## src/rtl/writeback_arbiter_pkg.sv

```systemverilog
// Shared types and reset values for the write-back arbiter.
// The optional WB_BYPASS_EN feature lives in writeback_arbiter.sv; nothing here depends on it.
package writeback_arbiter_pkg;

  typedef struct packed {
    logic [4:0]  waddr;
    logic [31:0] wdata;
  } wb_entry_type;

  typedef struct packed {
    logic        alu_valid;
    logic [4:0]  alu_waddr;
    logic [31:0] alu_wdata;
    logic        lsu_valid;
    logic [4:0]  lsu_waddr;
    logic [31:0] lsu_wdata;
  } writeback_in_type;

  typedef struct packed {
    logic        wren;
    logic [4:0]  waddr;
    logic [31:0] wdata;
    logic        alu_ready;
    logic        lsu_ready;
  } writeback_out_type;

  localparam logic        WREN_RST  = 1'b0;
  localparam logic [4:0]  WADDR_RST = 5'd0;
  localparam logic [31:0] WDATA_RST = 32'd0;

  function automatic logic is_x0(input logic [4:0] addr);
    return addr == 5'd0;
  endfunction

endpackage

```

## src/rtl/wb_fifo.sv

```systemverilog
// In-order FIFO buffering LSU write-back entries; DEPTH must be a power of two.
module wb_fifo
  import writeback_arbiter_pkg::*;
#(
  parameter int DEPTH = 4
) (
  input  logic                     clk_i,
  input  logic                     rst_i,
  input  logic                     push_i,
  input  logic [4:0]               push_waddr_i,
  input  logic [31:0]              push_wdata_i,
  input  logic                     pop_i,
  output logic [4:0]               head_waddr_o,
  output logic [31:0]              head_wdata_o,
  output logic [$clog2(DEPTH):0]   count_o
);

  localparam int PTR_W = $clog2(DEPTH);
  localparam logic [PTR_W:0] FULL_COUNT = (PTR_W + 1)'(DEPTH);

  wb_entry_type     mem_q [DEPTH];
  logic [PTR_W-1:0] wr_ptr_q, rd_ptr_q;
  logic [PTR_W:0]   count_q;
  logic             push_ok, pop_ok;

  // Guard against overflow/underflow even if the caller misbehaves.
  assign push_ok = push_i && (count_q != FULL_COUNT);
  assign pop_ok  = pop_i && (count_q != '0);

  always_ff @(posedge clk_i or posedge rst_i) begin
    if (rst_i) begin
      wr_ptr_q <= '0;
      rd_ptr_q <= '0;
      count_q  <= '0;
    end else begin
      if (push_ok) wr_ptr_q <= wr_ptr_q + 1'b1;
      if (pop_ok)  rd_ptr_q <= rd_ptr_q + 1'b1;
      case ({push_ok, pop_ok})
        2'b10:   count_q <= count_q + 1'b1;
        2'b01:   count_q <= count_q - 1'b1;
        default: count_q <= count_q;
      endcase
    end
  end

  always_ff @(posedge clk_i) begin
    if (push_ok) mem_q[wr_ptr_q] <= '{waddr: push_waddr_i, wdata: push_wdata_i};
  end

  assign head_waddr_o = mem_q[rd_ptr_q].waddr;
  assign head_wdata_o = mem_q[rd_ptr_q].wdata;
  assign count_o      = count_q;

endmodule

```

## src/rtl/writeback_arbiter.sv

```systemverilog
// Merges ALU (priority) and queued LSU results onto the register-file write port.
// Define WB_BYPASS_EN to add the combinational read-after-write bypass ports.
module writeback_arbiter
  import writeback_arbiter_pkg::*;
#(
  parameter int QUEUE_DEPTH  = 4,
  parameter int STARVE_LIMIT = 8
) (
  input  logic                          clk,
  input  logic                          rst,
  input  logic                          alu_valid,
  output logic                          alu_ready,
  input  logic [4:0]                    alu_waddr,
  input  logic [31:0]                   alu_wdata,
  input  logic                          lsu_valid,
  output logic                          lsu_ready,
  input  logic [4:0]                    lsu_waddr,
  input  logic [31:0]                   lsu_wdata,
`ifdef WB_BYPASS_EN
  input  logic [4:0]                    raddr1,
  input  logic [4:0]                    raddr2,
  input  logic [31:0]                   rdata1_in,
  input  logic [31:0]                   rdata2_in,
  output logic [31:0]                   rdata1,
  output logic [31:0]                   rdata2,
`endif
  output logic                          wren,
  output logic [4:0]                    waddr,
  output logic [31:0]                   wdata,
  output logic [$clog2(QUEUE_DEPTH):0]  q_count
);

  localparam int CNT_W = $clog2(QUEUE_DEPTH) + 1;
  localparam int SW    = $clog2(STARVE_LIMIT + 1);
  localparam logic [CNT_W-1:0] FULL_COUNT = CNT_W'(QUEUE_DEPTH);
  localparam logic [SW-1:0]    LIMIT      = SW'(STARVE_LIMIT);

  writeback_in_type  wb_in;
  writeback_out_type wb_out;

  logic [CNT_W-1:0] count;
  logic [4:0]       head_waddr;
  logic [31:0]      head_wdata;
  logic             force_drain, alu_xfer, lsu_push, pop;
  logic [SW-1:0]    starve_q, starve_d;
  logic             sel_wr;
  logic [4:0]       sel_addr;
  logic [31:0]      sel_data;
  logic             wren_q, wren_d;
  logic [4:0]       waddr_q;
  logic [31:0]      wdata_q;

  assign wb_in.alu_valid = alu_valid;
  assign wb_in.alu_waddr = alu_waddr;
  assign wb_in.alu_wdata = alu_wdata;
  assign wb_in.lsu_valid = lsu_valid;
  assign wb_in.lsu_waddr = lsu_waddr;
  assign wb_in.lsu_wdata = lsu_wdata;

  // Readiness depends only on registered state, so no combinational ready path exists.
  assign force_drain = (starve_q == LIMIT) && (count != '0);
  assign alu_xfer    = wb_in.alu_valid && !force_drain;
  assign lsu_push    = wb_in.lsu_valid && wb_out.lsu_ready && !is_x0(wb_in.lsu_waddr);

  wb_fifo #(
    .DEPTH (QUEUE_DEPTH)
  ) u_fifo (
    .clk_i        (clk),
    .rst_i        (rst),
    .push_i       (lsu_push),
    .push_waddr_i (wb_in.lsu_waddr),
    .push_wdata_i (wb_in.lsu_wdata),
    .pop_i        (pop),
    .head_waddr_o (head_waddr),
    .head_wdata_o (head_wdata),
    .count_o      (count)
  );

  always_comb begin
    pop      = 1'b0;
    starve_d = '0;
    sel_wr   = 1'b0;
    sel_addr = waddr_q;
    sel_data = wdata_q;
    if (force_drain) begin
      pop      = 1'b1;
      sel_wr   = 1'b1;
      sel_addr = head_waddr;
      sel_data = head_wdata;
    end else if (alu_xfer) begin
      sel_wr   = 1'b1;
      sel_addr = wb_in.alu_waddr;
      sel_data = wb_in.alu_wdata;
      if (count != '0) starve_d = (starve_q == LIMIT) ? starve_q : starve_q + 1'b1;
    end else if (count != '0) begin
      pop      = 1'b1;
      sel_wr   = 1'b1;
      sel_addr = head_waddr;
      sel_data = head_wdata;
    end
    wren_d = sel_wr && !is_x0(sel_addr);
  end

  always_ff @(posedge clk or posedge rst) begin
    if (rst) begin
      wren_q   <= WREN_RST;
      waddr_q  <= WADDR_RST;
      wdata_q  <= WDATA_RST;
      starve_q <= '0;
    end else begin
      wren_q   <= wren_d;
      waddr_q  <= sel_addr;
      wdata_q  <= sel_data;
      starve_q <= starve_d;
    end
  end

  assign wb_out.wren      = wren_q;
  assign wb_out.waddr     = waddr_q;
  assign wb_out.wdata     = wdata_q;
  assign wb_out.alu_ready = !force_drain;
  assign wb_out.lsu_ready = (count != FULL_COUNT);

  assign wren      = wb_out.wren;
  assign waddr     = wb_out.waddr;
  assign wdata     = wb_out.wdata;
  assign alu_ready = wb_out.alu_ready;
  assign lsu_ready = wb_out.lsu_ready;
  assign q_count   = count;

`ifdef WB_BYPASS_EN
  assign rdata1 = (wren_q && (waddr_q == raddr1) && !is_x0(waddr_q)) ? wdata_q : rdata1_in;
  assign rdata2 = (wren_q && (waddr_q == raddr2) && !is_x0(waddr_q)) ? wdata_q : rdata2_in;
`endif

endmodule
```

## config.mk

```make
export PLATFORM = sky130hd
export DESIGN_NAME = writeback_arbiter
export DESIGN_NICKNAME = d
export VERILOG_FILES = /design/src/rtl/writeback_arbiter_pkg.sv /design/src/rtl/wb_fifo.sv /design/src/rtl/writeback_arbiter.sv
export SDC_FILE = /design/constraint.sdc
export NUM_CORES = 1
export LEC_CHECK = 0
export BUFFER_PORTS_ARGS = -buffer_cell sky130_fd_sc_hd__clkbuf_2
export CAP_MARGIN = 40
export CORE_MARGIN = 8
export CORE_UTILIZATION = 50
export CTS_CLUSTER_DIAMETER = 120
export DETAILED_ROUTE_END_ITERATION = 7
export PLACE_DENSITY = 0.75
export SLEW_MARGIN = 20
export SYNTH_ARGS = -nofsm -noshare
export SYNTH_HDL_FRONTEND = slang
export SYNTH_HIERARCHICAL = 1
export SYNTH_SLANG_ARGS = --single-unit
```

## constraint.sdc

```tcl
create_clock -name clk -period 3 [get_ports clk]
set_input_delay 0.75 -clock clk [delete_from_list [all_inputs] [get_ports clk]]
set_output_delay 0.75 -clock clk [all_outputs]
set_load 0.01 [all_outputs]
```

Yosys cells after proc, flatten, opt, wreduce, memory -nomap -nowiden. Memory sizes are Yosys's and may differ from the RTL's. Index checks and enable logic that the tools add are counted.

Add/subtract/negate cells: 5. Equal/unequal tests: 5. Mux-type cells: 18. Reduce and logical (&&, ||, !) cells: 15.

Operators by type and width (number): two-way mux 32 bit (3); two-way mux 4 bit (4); two-way mux 5 bit (3); logical NOT 5 bit (2); logical AND 1 bit (7); two-way mux 1 bit (7); case mux 3 bit (2 select lines) (1); nonzero test 3 bit (2); adder 2 x 1 -> 2 bit, second input constant (2); adder 4 x 1 -> 4 bit, second input constant (1); == test 4 bit, second input constant (1); inequality test 4 bit, second input constant (1); adder 3 x 1 -> 3 bit, second input constant (1); logical NOT 1 bit (3); inequality test 3 bit, second input constant (1); subtractor 3 x 1 -> 3 bit, second input constant (1); == test 2 x 1 -> 1 bit, second input constant (1); == test 2 bit, second input constant (1); nonzero test 2 bit (1).

Flip-flop bits (word level): 49. RAM bits: 148. Input bits: 78. Output and inout port bits: 43. Logic and storage cells: 51. Memories kept: 1.

Memories: u_fifo.mem_q (words 4, width 37, rd ports 1, clocked after memory_dff 0, wr ports 1, RTL line wb_fifo.sv:21) `wb_entry_type mem_q [DEPTH];`.

Depth between registers and ports, before layout.
Depth after elaboration: 9. Gate-level depth with buffers: 14.

By module. Netlist, hierarchy kept.

By module, submodules not included: wb_fifo (instances 1, cells each 230, area each 5749.3 um^2, sequential area each 4619.4 um^2); writeback_arbiter (instances 1, cells each 215, area each 2043.2 um^2, sequential area each 1051.0 um^2).

Worst setup path before layout. OpenSTA, ideal clock, no wires.

Path type: input to register. Start: input alu_valid. End: register u_fifo.count_q[2] (netlist: u_fifo/count_o[2]). Setup time: 80 ps. Arrival time: 2787 ps. Required time: 2920 ps. Path slack: 133 ps. Stages: 12. Cells stage by stage: clkbuf_1 inv_1 nor2_1 nor2_1 clkbuf_1 o31a_1 ha_1 inv_1 fa_1 xor2_1 nor2_1 xor2_1.

Longest elaborated chain between the ends: 6. Elaborated cells between the ends (all ways): 8.

Ends and longest elaborated chain: start, declared (RTL line writeback_arbiter.sv:11) `input logic alu_valid,`; logical AND 1 bit (*) (RTL line writeback_arbiter.sv:62) `assign alu_xfer = wb_in.alu_valid && !force_drain;`; two-way mux 1 bit (*) (RTL line writeback_arbiter.sv:90) `end else if (alu_xfer) begin`; two-way mux 1 bit (*) (RTL line writeback_arbiter.sv:85) `if (force_drain) begin`; via pop (RTL line writeback_arbiter.sv:44) `logic force_drain, alu_xfer, lsu_push, pop;`; logical AND 1 bit (*) (RTL line wb_fifo.sv:28) `assign pop_ok = pop_i && (count_q != '0);`; via u_fifo.pop_ok (RTL line wb_fifo.sv:24) `logic push_ok, pop_ok;`; == test 2 x 1 -> 1 bit / == test 2 bit (equally long branches) (RTL line wb_fifo.sv:38) `case ({push_ok, pop_ok})`; case mux 3 bit (2 select lines) / nonzero test 2 bit (equally long branches); end signal, assigned (RTL line wb_fifo.sv:39) `2'b10: count_q <= count_q + 1'b1;`; end signal, assigned (RTL line wb_fifo.sv:40) `2'b01: count_q <= count_q - 1'b1;`; end signal, assigned (RTL line wb_fifo.sv:41) `default: count_q <= count_q;`; end, declared (RTL line wb_fifo.sv:23) `logic [PTR_W:0] count_q;`.

The timed path passes the listed nets; every way through them passes the cells marked *. A chain may end at the register's enable or synchronous reset.

Worst setup path after layout.
Start: register starve_q[0]. End: register u_fifo.count_q[2] (netlist: u_fifo/count_o[2]).

Longest elaborated chain between the ends: 9. Elaborated cells between the ends (all ways): 11.

Ends and longest elaborated chain: start, declared (RTL line writeback_arbiter.sv:45) `logic [SW-1:0] starve_q, starve_d;`; start signal, assigned (RTL line writeback_arbiter.sv:114) `starve_q <= starve_d;`; == test 4 bit (*) (RTL line writeback_arbiter.sv:61) `assign force_drain = (starve_q == LIMIT) && (count != '0);`; logical AND 1 bit (*) (RTL line writeback_arbiter.sv:61); logical NOT 1 bit (RTL line writeback_arbiter.sv:62); logical AND 1 bit (RTL line writeback_arbiter.sv:62); two-way mux 1 bit (RTL line writeback_arbiter.sv:90); two-way mux 1 bit (*) (RTL line writeback_arbiter.sv:85); logical AND 1 bit (*) (RTL line wb_fifo.sv:28); via u_fifo.pop_ok (RTL line wb_fifo.sv:24); == test 2 x 1 -> 1 bit / == test 2 bit (equally long branches) (RTL line wb_fifo.sv:38); case mux 3 bit (2 select lines) / nonzero test 2 bit (equally long branches).

Marks and branches as above.

==> run metrics <==
RSZ-0062 raised after global routing no; Post-layout nets 665; Syn. warnings 6; core area 15200 sq um; register area share after synthesis 0.7277; number of CTS-inserted buffers 17; Final Core Density 0.6160; status finished, final reports clean; CTS resizes 0; worst-case vdd ir drop 0.0004963 V; CTS tree done; R2R setup slack 0.19 ns; crit path DAT 3.15 ns; Syn Area/Cell 17.51 sq um; fin crit period 2.815 ns; CP required 3.34 ns; P&R area growth vs syn 20.17%; Crit. End Element register; RR Startpoint starve_q[0]; largest net degree at the start of global routing 35; PortBufs 120; first-pass GRT wire length 26570 um; die area 19840 sq um; Rows 45; Gate power share 0.304; Slew Viols, Final 0; Synth Net Count 531; Avg Vias per Cell 5.752; proportion of power drawn by flip-flops and latches 0.447; period utilisation layout 0.9383; CP max FO 4; Post-synth EDFFs 148; synth cell count leaders edfxtp_1 (148), dfrtp_1 (49), nand2_1 (49), mux4_2 (37); antenna violations before repair 2; Hold WC Path Type input port to asynchronous set/reset pin; Starting Density 0.5126; DRT antenna net count 0; Worst setup SP type register; Placer Congestion 0.7744; Multi-input gate area 1958 sq um; slowest CP cell dfrtp_1; top cell type by total area after synthesis edfxtp_1; Synth async-reset ratio 0.2487; GR Util met3 0.06009; worst slew pin tran 0.7942 ns; Area contributors post-synth edfxtp_1 (57%), dfrtp_1 (16%), mux4_2 (11%); setup bufs post-CTS 0; count leader, synth edfxtp_1; switch share 0.3114; global route hottest layer met2; critical path type register to register; Detailed Route Iter0 Violations 430; # IOs 121; HPWL Detailed 11900 um; final hold violations 0; vias in the first global route 4832; Total GRT Usage 0.1788; wire per inst 21.90 um; Seq. cell area 5673 sq um; crit-path cells inv_1 > ha_1 > nand3b_1 > nor2_1 > nor2_1 > nor2_1 > o31a_1 > ha_1 > inv_1 > fa_1 > xor2_1 > nor2_1 > xor2_1; layout cell share with drive strength beyond 1 0.3733; Syn Inst Count 445; Clk pwr share 0.250; PwrDens 943.6 nW/um^2; ys flop type edfxtp_1; DRT Wirelength 17100 um; clk_lat worst skew 0.42 ns; Worst Clk Skew 0.007136 ns; cell mode on critical path nor2_1; top cell type's share of synthesized area 0.5703; CP peak stage delay 0.41 ns; CTS Root Cell clkbuf_16; met2 usage 0.2916; max-capacitance violation count 0; drt drc 0; setup TNS 0 ns; P_int 0.006084 W; # fillers 1090; Max Freq 355.3 MHz; endpoints failing setup 0; CTS Sinks 197; routing usage on met1 0.2195; CTS H-tree lvls 4; synth unique cells 38; vias 4492; Clock Tree Buf Depth 2; Post-CTS Hold Buffers 0; Die Y 140.8 um; Sw Pwr 0.002752 W; Remaining Overflow, GRT 0; Pleak 3.608 nW; post-synthesis cell area 7792 sq um; reg2reg end u_fifo/count_o[2]; Worst-path clk slew 0.07 ns; drt first pass iters 7; FF+latch count, synth 197; cell count of the worst reg-to-reg path 13; Rel. slew slack 0.4705; die span in x 140.8 um
-- worst max-delay path, delay by kind of cell (launching register included) --
kind / cells / cell delay, ns
AND/OR/NAND/NOR: 5 / 0.89
XOR/XNOR: 2 / 0.32
buffers and inverters: 2 / 0.13
AO/OA/AOI/OAI: 1 / 0.24
flip-flops: 1 / 0.41
adder cells (fa/ha/maj): 3 / 0.74
-- logic make-up (layout without fill, tap and decap cells) --
family / count (synthesis) / after routing / synth area share
buffers and inverters: 39 / 186 / 0.02216
adder cells (fa/ha/maj): 8 / 8 / 0.01381
XOR/XNOR: 8 / 8 / 0.008991
AND/OR/NAND/NOR: 75 / 75 / 0.04255
AO/OA/AOI/OAI: 76 / 76 / 0.07065
flip-flops: 197 / 197 / 0.7277
other: 0 / 1 / 0
multiplexers: 42 / 42 / 0.1142
-- through the flow --
stage	cell area, sq um	total power (W)	worst slack (ns)	hold slack [ns]	cells
after floorplan	7792	0.005714	0.1329	0.4544	445
after global placement	8755	0.006594	0.4177	0.4682	747
after detailed placement	8782	0.006697	0.2349	0.4927	748
after CTS	9361	0.008917	0.1912	0.2637	780
after global routing	9361	0.009268	0.008817	0.2692	780
final	9364	0.008836	0.1851	0.2742	781
-- power groups by stage --
| stage | clock network, W | registers, W | logic, W |
|---|---|---|---|
| after floorplan | 0 | 0.00402 | 0.00170 |
| after global placement | 0 | 0.00395 | 0.00264 |
| after detailed placement | 0 | 0.00400 | 0.00270 |
| after CTS | 0.00224 | 0.00395 | 0.00272 |
| after global routing | 0.00235 | 0.00401 | 0.00290 |
| final | 0.00221 | 0.00395 | 0.00268 |
-- metal layers --
metal  part of all wire  wire, um
met5            0.00053         9
met4              0.014       231
met3              0.093      1583
met2               0.49      8455
met1               0.40      6824
-- area by class of cell --
type,instances,share of cell area
clock inverters,15,0.01644
multi-input cells,209,0.2091
flip-flops and latches,197,0.6058
diodes,1,0.0002672
inverters,16,0.006414
repair buffers,138,0.09140
clock buffers,17,0.04543
well taps,188,0.02512
-- state kept, by name (all words and copies together), names as in the netlist --
name	count
wren	1
starve_q	4
u_fifo/wr_ptr_q	2
waddr	5
wdata	32
u_fifo/rd_ptr_q	2
u_fifo/count_o	3
u_fifo/mem_q	148
-- layout by cell type (no fill, tap or decap), types with 7 or more instances in the layout --
master     instances
nand2_1           49
a21o_1            11
nor2_1            11
buf_4              9
a22o_1            11
clkbuf_16         17
edfxtp_1         148
a31oi_1           21
buf_12             8
ha_1               7
o22ai_1           21
dfrtp_1           47
inv_1             14
mux4_2            37
clkbuf_2         120
-- worst max path at each step --
stage                            from                end  slack (ns)  cells past startpoint
after global routing      starve_q[0]  u_fifo/count_o[2]       0.009                     13
after detailed placement  starve_q[0]  u_fifo/count_o[2]        0.23                     13
after CTS                 starve_q[0]  u_fifo/count_o[2]        0.19                     13
final                     starve_q[0]  u_fifo/count_o[2]        0.19                     13
after floorplan             alu_valid  u_fifo/count_o[2]        0.13                     12
after global placement      alu_valid  u_fifo/count_o[2]        0.42                     11
Power figures use the tool's default switching activity.
